==> config.mk <==
export PLATFORM = sky130hd
export DESIGN_NAME = dp_mem_initiator
export DESIGN_NICKNAME = d
export VERILOG_FILES = /design/src/rtl/dpm_pkg.sv /design/src/rtl/dpm_watchdog.sv /design/src/rtl/dp_mem_initiator.sv
export SDC_FILE = /design/constraint.sdc
export NUM_CORES = 1
export LEC_CHECK = 0
export ABC_AREA = 1
export BUFFER_PORTS_ARGS = -buffer_cell sky130_fd_sc_hd__buf_2
export CORE_AREA = 2 2 119 121
export DETAILED_ROUTE_END_ITERATION = 7
export DIE_AREA = 0 0 121 123
export PLACE_DENSITY = 0.77
export RECOVER_POWER = 100
export SYNTH_ARGS = -nofsm -noshare
export SYNTH_HDL_FRONTEND = slang
export SYNTH_SLANG_ARGS = --single-unit
export TNS_END_PERCENT = 1
==> constraint.sdc <==
create_clock -name clk -period 1.95 [get_ports clk]
set_input_delay 0.0975 -clock clk [delete_from_list [all_inputs] [get_ports clk]]
set_output_delay 0.0975 -clock clk [all_outputs]
set_load 0.01 [all_outputs]
==> src/rtl/dpm_pkg.sv <==
// dpm_pkg: shared types for the dual-port memory initiator.
//   dpm_op_e          command operation encoding (CLEAR/READ/WRITE/RDWR)
//   dpm_init_state_e  initiator FSM states
//   OP_*_ENC          raw 2-bit operation codes as seen on cmd_op
//   op_we / op_re     memory strobes implied by an operation
package dpm_pkg;

  localparam logic [1:0] OP_CLEAR_ENC = 2'b00;
  localparam logic [1:0] OP_READ_ENC  = 2'b01;
  localparam logic [1:0] OP_WRITE_ENC = 2'b10;
  localparam logic [1:0] OP_RDWR_ENC  = 2'b11;

  typedef enum logic [1:0] {
    OP_CLEAR = OP_CLEAR_ENC,
    OP_READ  = OP_READ_ENC,
    OP_WRITE = OP_WRITE_ENC,
    OP_RDWR  = OP_RDWR_ENC
  } dpm_op_e;

  typedef enum logic [1:0] {
    ST_IDLE,
    ST_ISSUE,
    ST_WAIT,
    ST_RESP
  } dpm_init_state_e;

  // The encoding is chosen so bit 1 is the write strobe and bit 0 the read
  // strobe; CLEAR is the only code with both strobes low.
  function automatic logic op_we(input dpm_op_e op);
    return op[1];
  endfunction

  function automatic logic op_re(input dpm_op_e op);
    return op[0];
  endfunction

endpackage

==> src/rtl/dpm_watchdog.sv <==
// dpm_watchdog: wait-cycle counter for one memory beat.
//   clk, rst  clock and synchronous active-low reset
//   start     clears the count (asserted the cycle before WAIT is entered)
//   tick      one more cycle spent waiting without mem_ready
//   expired   high on the tick that brings the count to LIMIT
module dpm_watchdog #(
  parameter int LIMIT = 15
) (
  input  logic clk,
  input  logic rst,
  input  logic start,
  input  logic tick,
  output logic expired
);

  // The count only has to represent 0..LIMIT-1; the LIMIT-th tick is the
  // one that raises expired, so it is never stored.
  localparam int CW = (LIMIT < 2) ? 1 : $clog2(LIMIT);

  logic [CW-1:0] count;

  assign expired = tick && (count == CW'(LIMIT - 1));

  always_ff @(posedge clk) begin
    if (!rst) begin
      count <= '0;
    end else if (start) begin
      count <= '0;
    end else if (tick && !expired) begin
      count <= count + 1'b1;
    end
  end

endmodule

==> src/rtl/dp_mem_initiator.sv <==
// dp_mem_initiator: turns commands into single-beat or burst accesses on the
// dual-port memory request port and returns one response per beat.
//
// Ports
//   clk, rst                 clock, synchronous active-low reset
//   cmd_valid/cmd_ready      command channel; cmd_ready is high only in IDLE
//   cmd_op                   00 CLEAR, 01 READ, 10 WRITE, 11 RDWR
//   cmd_addr/cmd_raddr       start write address (and READ address) / RDWR read address
//   cmd_len                  beats minus one (ignored for CLEAR)
//   cmd_wdata                write data of beat 0; beat k writes cmd_wdata+k
//   rsp_valid/rsp_ready      response channel, one response per beat
//   rsp_data/rsp_last/rsp_err  read data (0 unless the beat read), final beat, timeout
//   mem_*                    memory request strobes, addresses, data and acknowledge
//   busy                     high whenever the FSM is not in IDLE
//
// Handshakes: a transfer happens on a rising edge where valid and ready are
// both high; valid never waits for ready and a held response stays stable
// until it is taken.
//
// Build option: define DPM_INIT_TIMEOUT_EN to bound the wait for mem_ready
// by TIMEOUT_CYCLES; a timed-out beat ends the command with rsp_err=1.
//
// The FSM state is kept in the signal `state` for bound checkers.
module dp_mem_initiator
  import dpm_pkg::*;
#(
  parameter int DATA_SIZE      = 32,
  parameter int ADDR_WIDTH     = 4,
  parameter int LEN_WIDTH      = 4,
  parameter int TIMEOUT_CYCLES = 15
) (
  input  logic                  clk,
  input  logic                  rst,
  input  logic                  cmd_valid,
  output logic                  cmd_ready,
  input  logic [1:0]            cmd_op,
  input  logic [ADDR_WIDTH-1:0] cmd_addr,
  input  logic [ADDR_WIDTH-1:0] cmd_raddr,
  input  logic [LEN_WIDTH-1:0]  cmd_len,
  input  logic [DATA_SIZE-1:0]  cmd_wdata,
  output logic                  rsp_valid,
  input  logic                  rsp_ready,
  output logic [DATA_SIZE-1:0]  rsp_data,
  output logic                  rsp_last,
  output logic                  rsp_err,
  output logic                  mem_valid,
  output logic                  mem_we,
  output logic                  mem_re,
  output logic [ADDR_WIDTH-1:0] mem_w_addr,
  output logic [ADDR_WIDTH-1:0] mem_r_addr,
  output logic [DATA_SIZE-1:0]  mem_w_data,
  input  logic [DATA_SIZE-1:0]  mem_r_data,
  input  logic                  mem_ready,
  output logic                  busy
);

  dpm_init_state_e       state;
  dpm_op_e               op_q;
  dpm_op_e               cmd_op_e;
  logic [ADDR_WIDTH-1:0] waddr_q;
  logic [ADDR_WIDTH-1:0] raddr_q;   // effective read base (cmd_raddr only for RDWR)
  logic [DATA_SIZE-1:0]  wdata_q;
  logic [LEN_WIDTH-1:0]  len_q;
  logic [LEN_WIDTH-1:0]  k;
  logic [LEN_WIDTH-1:0]  k_next;

  assign cmd_op_e = dpm_op_e'(cmd_op);
  assign k_next   = k + 1'b1;

`ifdef DPM_INIT_TIMEOUT_EN
  logic wd_expired;

  dpm_watchdog #(
    .LIMIT (TIMEOUT_CYCLES)
  ) u_watchdog (
    .clk     (clk),
    .rst     (rst),
    .start   (state == ST_ISSUE),
    .tick    ((state == ST_WAIT) && !mem_ready),
    .expired (wd_expired)
  );
`else
  assign rsp_err = 1'b0;
`endif

  // The memory request is registered on the edge that enters ISSUE, so the
  // strobes are visible for exactly the one ISSUE cycle and drop on the edge
  // into WAIT. Addresses and data are left holding their last values.
  always_ff @(posedge clk) begin
    if (!rst) begin
      state      <= ST_IDLE;
      op_q       <= OP_CLEAR;
      waddr_q    <= '0;
      raddr_q    <= '0;
      wdata_q    <= '0;
      len_q      <= '0;
      k          <= '0;
      cmd_ready  <= 1'b1;
      busy       <= 1'b0;
      rsp_valid  <= 1'b0;
      rsp_data   <= '0;
      rsp_last   <= 1'b0;
      mem_valid  <= 1'b0;
      mem_we     <= 1'b0;
      mem_re     <= 1'b0;
      mem_w_addr <= '0;
      mem_r_addr <= '0;
      mem_w_data <= '0;
`ifdef DPM_INIT_TIMEOUT_EN
      rsp_err    <= 1'b0;
`endif
    end else begin
      case (state)
        ST_IDLE: begin
          if (cmd_valid) begin
            op_q       <= cmd_op_e;
            waddr_q    <= cmd_addr;
            raddr_q    <= (cmd_op_e == OP_RDWR) ? cmd_raddr : cmd_addr;
            wdata_q    <= cmd_wdata;
            len_q      <= (cmd_op_e == OP_CLEAR) ? '0 : cmd_len;
            k          <= '0;
            mem_valid  <= 1'b1;
            mem_we     <= op_we(cmd_op_e);
            mem_re     <= op_re(cmd_op_e);
            mem_w_addr <= cmd_addr;
            mem_r_addr <= (cmd_op_e == OP_RDWR) ? cmd_raddr : cmd_addr;
            mem_w_data <= cmd_wdata;
            cmd_ready  <= 1'b0;
            busy       <= 1'b1;
            state      <= ST_ISSUE;
          end
        end

        ST_ISSUE: begin
          mem_valid <= 1'b0;
          mem_we    <= 1'b0;
          mem_re    <= 1'b0;
          state     <= ST_WAIT;
        end

        ST_WAIT: begin
          if (mem_ready) begin
            rsp_valid <= 1'b1;
            rsp_data  <= op_re(op_q) ? mem_r_data : '0;
            rsp_last  <= (k == len_q);
`ifdef DPM_INIT_TIMEOUT_EN
            rsp_err   <= 1'b0;
`endif
            state     <= ST_RESP;
          end
`ifdef DPM_INIT_TIMEOUT_EN
          else if (wd_expired) begin
            // Marking the beat last makes the handshake return to IDLE,
            // which drops the rest of the burst.
            rsp_valid <= 1'b1;
            rsp_data  <= '0;
            rsp_last  <= 1'b1;
            rsp_err   <= 1'b1;
            state     <= ST_RESP;
          end
`endif
        end

        ST_RESP: begin
          if (rsp_ready) begin
            rsp_valid <= 1'b0;
            if (rsp_last) begin
              cmd_ready <= 1'b1;
              busy      <= 1'b0;
              state     <= ST_IDLE;
            end else begin
              k          <= k_next;
              mem_valid  <= 1'b1;
              mem_we     <= op_we(op_q);
              mem_re     <= op_re(op_q);
              mem_w_addr <= waddr_q + ADDR_WIDTH'(k_next);
              mem_r_addr <= raddr_q + ADDR_WIDTH'(k_next);
              mem_w_data <= wdata_q + DATA_SIZE'(k_next);
              state      <= ST_ISSUE;
            end
          end
        end

        default: state <= ST_IDLE;
      endcase
    end
  end

endmodule

[Yosys cells after proc, flatten, opt, wreduce, memory -nomap -nowiden]
Cells that the tools add are included.
Operators by class
  add/subtract/negate cells: 4
  equality and inequality tests: 10
  multiplexer cells: 46
  reductions and logical operators: 12
Operators with widths (number)
  2-to-1 mux 32 bit: 4
  one-hot mux 32 bit (2 select lines): 1
  2-to-1 mux 4 bit: 11
  adder 32 x 4 -> 32 bit: 1
  one-hot mux 4 bit (2 select lines): 3
  2-to-1 mux 1 bit: 17
  AND reduction 4 bit: 3
  inequality test 2 bit, second input constant: 5
  one-hot mux 1 bit (3 select lines): 3
  adder 4 bit: 2
  one-hot mux 2 bit (4 select lines): 1
  == test 2 bit, second input constant: 3
  2-to-1 mux 2 bit: 3
  one-hot mux 1 bit (2 select lines): 3
  AND reduction 3 bit: 2
  adder 4 x 1 -> 4 bit, second input constant: 1
  == test 4 bit: 1
  logical NOT 2 bit: 2
  AND reduction 2 bit: 2
  nonzero test 2 bit: 2
  nonzero test 3 bit: 1
  == test 2 x 1 -> 1 bit, second input constant: 1
Storage, ports and cells
  flip-flop bits (word level): 131
  output and inout bits: 80

[Depth between registers and ports, before layout]
  depth after elaboration: 5
  depth in mapped cells: 15
  gate-level depth less buffers: 15

[Worst setup path before layout]
OpenSTA, ideal clock, no wires.
  kind: register to register
  start point: register k[0]
  end point: register mem_w_data[18]
  arrival time: 1.973 ns
  slack: -0.092 ns
  cell stages (with the launch flop): 12
  period minus slack after synthesis: 2.042 ns
  path through: dfxtp_1 ha_1 xor2_1 ha_1 nand2_1 nand3_1 nand2_1 nor2_1 nand3_1 a21oi_1 o21ai_0 a21oi_1
Between the ends
  word-level cells in the longest chain between the ends: 5
RTL lines
  from (decl): line dp_mem_initiator.sv:64  | logic [LEN_WIDTH-1:0] k;
  from (signal assigned): line dp_mem_initiator.sv:172  | k <= k_next;
  adder 4 x 1 -> 4 bit: line dp_mem_initiator.sv:68  | assign k_next = k + 1'b1;
  adder 32 x 4 -> 32 bit: line dp_mem_initiator.sv:178  | mem_w_data <= wdata_q + DATA_SIZE'(k_next);
  2-to-1 mux 32 bit: line dp_mem_initiator.sv:167  | if (rsp_last) begin
  2-to-1 mux 32 bit: line dp_mem_initiator.sv:165  | if (rsp_ready) begin
  one-hot mux 32 bit (2 select lines): line dp_mem_initiator.sv:113  | case (state)
  to (signal assigned): line dp_mem_initiator.sv:127  | mem_w_data <= cmd_wdata;
  to (signal assigned): line dp_mem_initiator.sv:178
  to (decl): line dp_mem_initiator.sv:51  | output logic [DATA_SIZE-1:0] mem_w_data,
Every way passes these cells. The select of a mux whose other input is x is not followed.
A chain may end at the register's enable or synchronous reset.

[Final worst setup path]
  start point: register k[1]
  end point: register mem_w_data[15]
Same word-level chain as after synthesis.

==> impl_metrics.toml <==
[floorplan]
die_height_um = 123
placementRows = 43
die-width_um = 121
core_mm2 = 0.0136
start_util = 0.470
boundaryPins = 163
die-area_mm2 = 0.0149

[place]
placement.io_buffers = 161
post_dp_cell_area_mm2 = 0.00755
detailed_place_hpwl_mm = 12.8
routabilityCongestion = 0.897
placement.setup.worst_slack_ns = -0.165
dpl.cell_count = 1255

[sta]
setup_violations = 6
slew-limit-headroom = 0.531
number_of_hold_violations_in_the_final_report = 0
max_slew.worst_pin.slew_ns = 0.704
post_route_hold_slack_ns = 0.0149
timing.final.crit_share = 1.02
finClkSkew_ns = 0.00923
achievable-frequency_mhz = 503
rsz_0062_raised_after_global_routing = "true"
setup_ws_ns = -0.0361
finalMaxSlewViolations = 0
layout_min_cycle_time_ns = 1.99

[cts]
cts_max_path_buffers = 2
cts_sinks = 131
h_tree_lvls = 4
clock_tree_from_tritoncts = "built"
cts_made_buffers = 17
worst_skew_pair.late_latency_ns = 0.42
ctsRootBufferMaster = "sky130_fd_sc_hd__clkbuf_16"
clkTransAtPathRegs_ns = 0.06

[cells_and_area]
drive_gt1_frac = 0.178
finalNetCount = 1266
fin_cells = 1358
layout_common_cells = "sky130_fd_sc_hd__nand2_1 (188), sky130_fd_sc_hd__a21oi_1 (128), sky130_fd_sc_hd__dfxtp_1 (128)"
area_delta_synth_final_pct = 41.0
finish.instance_area_mm2 = 0.00902
most_common_cell_after_layout_fill_and_taps_aside = "sky130_fd_sc_hd__nand2_1"
antenna-diode-count = 0
fillers = 1205

[worst_setup_path]
critPathSlowestCell = "sky130_fd_sc_hd__dfxtp_2"
cp.required_ns = 2.30
path_class = "reg2reg"
cp.arrival_ns = 2.34
timing.critical_path.cells = "buf_6 -> nand3_2 -> nand2_2 -> nand2_4 -> ha_4 -> nand2_4 -> nor2_4 -> nand3_2 -> nand2_2 -> buf_6 -> nand2_4 -> xor2_1 -> nand2_1 -> a21oi_2"
timing.critical_path.to_type = "flop"
critical_path.max_stage_delay_ns = 0.35
start_kind = "flop"
timing.rr.start = "k[1]"
r2r_setup_slack_ns = -0.04
worst-r2r-cell-count = 14
cp_common_cell = "sky130_fd_sc_hd__nand2_4"
r2r_end = "mem_w_data[15]"
path_max_fanout = 4

[route]
post_drt_via_cell_ratio = 5.38
drt-wirelength-per-cell_um = 15.2
drt_iter0_markers = 526
antenna_left = 0
post-route-drc-count = 0
firstDrtPassIters = 7
wl_mm = 20.7
routed-via-count = 7305

[worst_hold_path]
min_to = "wdata_q[27]"
hold_depth = 3
worst_hold_launch = "cmd_wdata[27]"
min-delay-path-class = "in2reg"

[yosys]
syn_area_mm2 = 0.00640
yosysWarningCount = 0
syn_area_per_cell_um2 = 6.89
synth-seq-area-share = 0.410
synth_cells = 928
synth_cell_type_count = 35
ys_seq_elements = 131
synthesis.nets = 1029

[power]
power-per-cell-area_mw_per_mm2 = 1170
cellLeakagePower_nw = 3.68
vdd_ir_drop_max_mv = 0.779

[global_routing]
grt_start_max_net_pins = 58
grt_antenna_before_repair = 0
grt_first_pass_wirelength_mm = 31.8
grt_pass1_vias = 6794
overflow = 0
grtUsageTotal = 0.267

[job]
drv.max_cap_violation_count = 0

[outcome]
run_status = "finished, violations left"
violations = "negative setup slack"
[worst max-delay path by stage]
stage                     startpoint        endpoint  cells past startpoint
after floorplan                 k[1]  mem_w_data[17]                     11
after global placement          k[0]  mem_w_data[22]                     11
after detailed placement        k[0]  mem_w_data[22]                     11
after CTS                       k[0]  mem_w_data[22]                     12
after global routing            k[1]  mem_w_data[15]                     13
final                           k[1]  mem_w_data[15]                     14
[per-stage QoR]
stage | total power (W) | utilization | setup TNS, ns
after global routing | 0.0111 | 0.662 | -2.94
after CTS | 0.0105 | 0.654 | -0.0957
after detailed placement | 0.00693 | 0.555 | -1.12
after global placement | 0.00688 | 0.555 | -0.262
final | 0.0106 | 0.662 | -0.0741
after floorplan | 0.00573 | - | -0.0984
[where the power goes]
| group | switching, W | internal, W | leakage, nW |
|---|---|---|---|
| Sequential | 0.000440 | 0.00328 | 1.08 |
| Clock | 0.00123 | 0.00218 | 0.293 |
| Combinational | 0.00216 | 0.00127 | 2.31 |
| Total | 0.00383 | 0.00673 | 3.68 |
[final cells by class]
class	instances	area, µm²	share of cell area
Sequential cell	131	2630	0.292
Multi-Input combinational cell	677	3500	0.389
Clock buffer	20	447	0.0495
Clock inverter	12	178	0.0197
Timing Repair Buffer	271	1780	0.197
Inverter	67	256	0.0284
Tap cell	180	225	0.0250
[flip-flops by register name (all words and copies together) (netlist names)]
name / cells
rsp_data: 32
mem_r_addr: 4
wdata_q: 32
mem_valid: 1
raddr_q: 4
state: 2
mem_w_addr: 4
len_q: 4
waddr_q: 4
op_q: 2
mem_we: 1
mem_re: 1
cmd_ready: 1
rsp_last: 1
busy: 1
k: 4
mem_w_data: 32
rsp_valid: 1
[cell families (layout without fill, tap and decap cells)]
kind of cell             after synthesis  after routing  share of synthesized area
AND/OR/NAND/NOR                      406            406                      0.263
AO/OA/AOI/OAI                        237            237                      0.191
multiplexers                           1              1                    0.00176
flip-flops                           131            131                      0.410
buffers and inverters                120            370                     0.0755
adder cells (fa/ha/maj)               18             18                     0.0387
XOR/XNOR                              14             14                     0.0192
other                                  1              1                   0.000586
[repair_timing]
| item | CTS | global route |
|---|---|---|
| hold endpoints to repair | 77 | 1 |
| pin swaps | 4 | 23 |
| hold buffers | 65 | 1 |
| setup endpoints to repair | 28 | 43 |
| buffers inserted | 0 | 5 |
| resized for setup | 21 | 49 |
[synthesized netlist by cell type]
cell                         n  share of area
sky130_fd_sc_hd__inv_2       1        0.00059
sky130_fd_sc_hd__or2_0       1        0.00098
sky130_fd_sc_hd__fa_1        3         0.0094
sky130_fd_sc_hd__clkinv_1    1        0.00059
sky130_fd_sc_hd__a21o_1      2         0.0023
sky130_fd_sc_hd__nand2_1   204           0.12
sky130_fd_sc_hd__inv_4       1        0.00098
sky130_fd_sc_hd__nand4_1     9         0.0088
sky130_fd_sc_hd__or2_2       3         0.0029
sky130_fd_sc_hd__nor3_1      2         0.0016
sky130_fd_sc_hd__dfxtp_1   131           0.41
sky130_fd_sc_hd__buf_2       6         0.0047
sky130_fd_sc_hd__a211oi_1    2         0.0023
sky130_fd_sc_hd__xnor2_1     2         0.0027
sky130_fd_sc_hd__a31oi_1     5         0.0049
sky130_fd_sc_hd__o22ai_1     1        0.00098
sky130_fd_sc_hd__nor2_1    100          0.059
sky130_fd_sc_hd__mux2_2      1         0.0018
sky130_fd_sc_hd__o21a_1      2         0.0023
sky130_fd_sc_hd__xor2_1     12          0.016
sky130_fd_sc_hd__o211ai_1    5         0.0059
sky130_fd_sc_hd__ha_1       15          0.029
sky130_fd_sc_hd__a21oi_1   132           0.10
sky130_fd_sc_hd__nand3_1    82          0.064
sky130_fd_sc_hd__or2_4       1         0.0014
sky130_fd_sc_hd__or2_1       1        0.00098
sky130_fd_sc_hd__conb_1      1        0.00059
sky130_fd_sc_hd__o21ai_0    87          0.068
sky130_fd_sc_hd__and2_1      2         0.0020
sky130_fd_sc_hd__nand2_4     1         0.0018
sky130_fd_sc_hd__buf_6       2         0.0035
sky130_fd_sc_hd__clkbuf_1   43          0.025
sky130_fd_sc_hd__o31ai_1     1         0.0012
sky130_fd_sc_hd__buf_4       2         0.0023
sky130_fd_sc_hd__inv_1      64          0.038
[routing by layer]
metal	vias to the layer above	wire [µm]	global-route usage
li1	3555	-	-
met1	3385	8540	0.324
met2	301	10200	0.461
met3	64	1230	0.0554
met4	0	737	0.113
met5	-	0	0
[critical path, delay by kind of cell, from the launching register on]
family / cells / cell delay [ns]
AO/OA/AOI/OAI: 1 / 0.15
XOR/XNOR: 1 / 0.14
adder cells (fa/ha/maj): 1 / 0.29
buffers and inverters: 2 / 0.24
flip-flops: 1 / 0.35
AND/OR/NAND/NOR: 9 / 0.75
No activity file was read; power rests on OpenSTA's default activity.
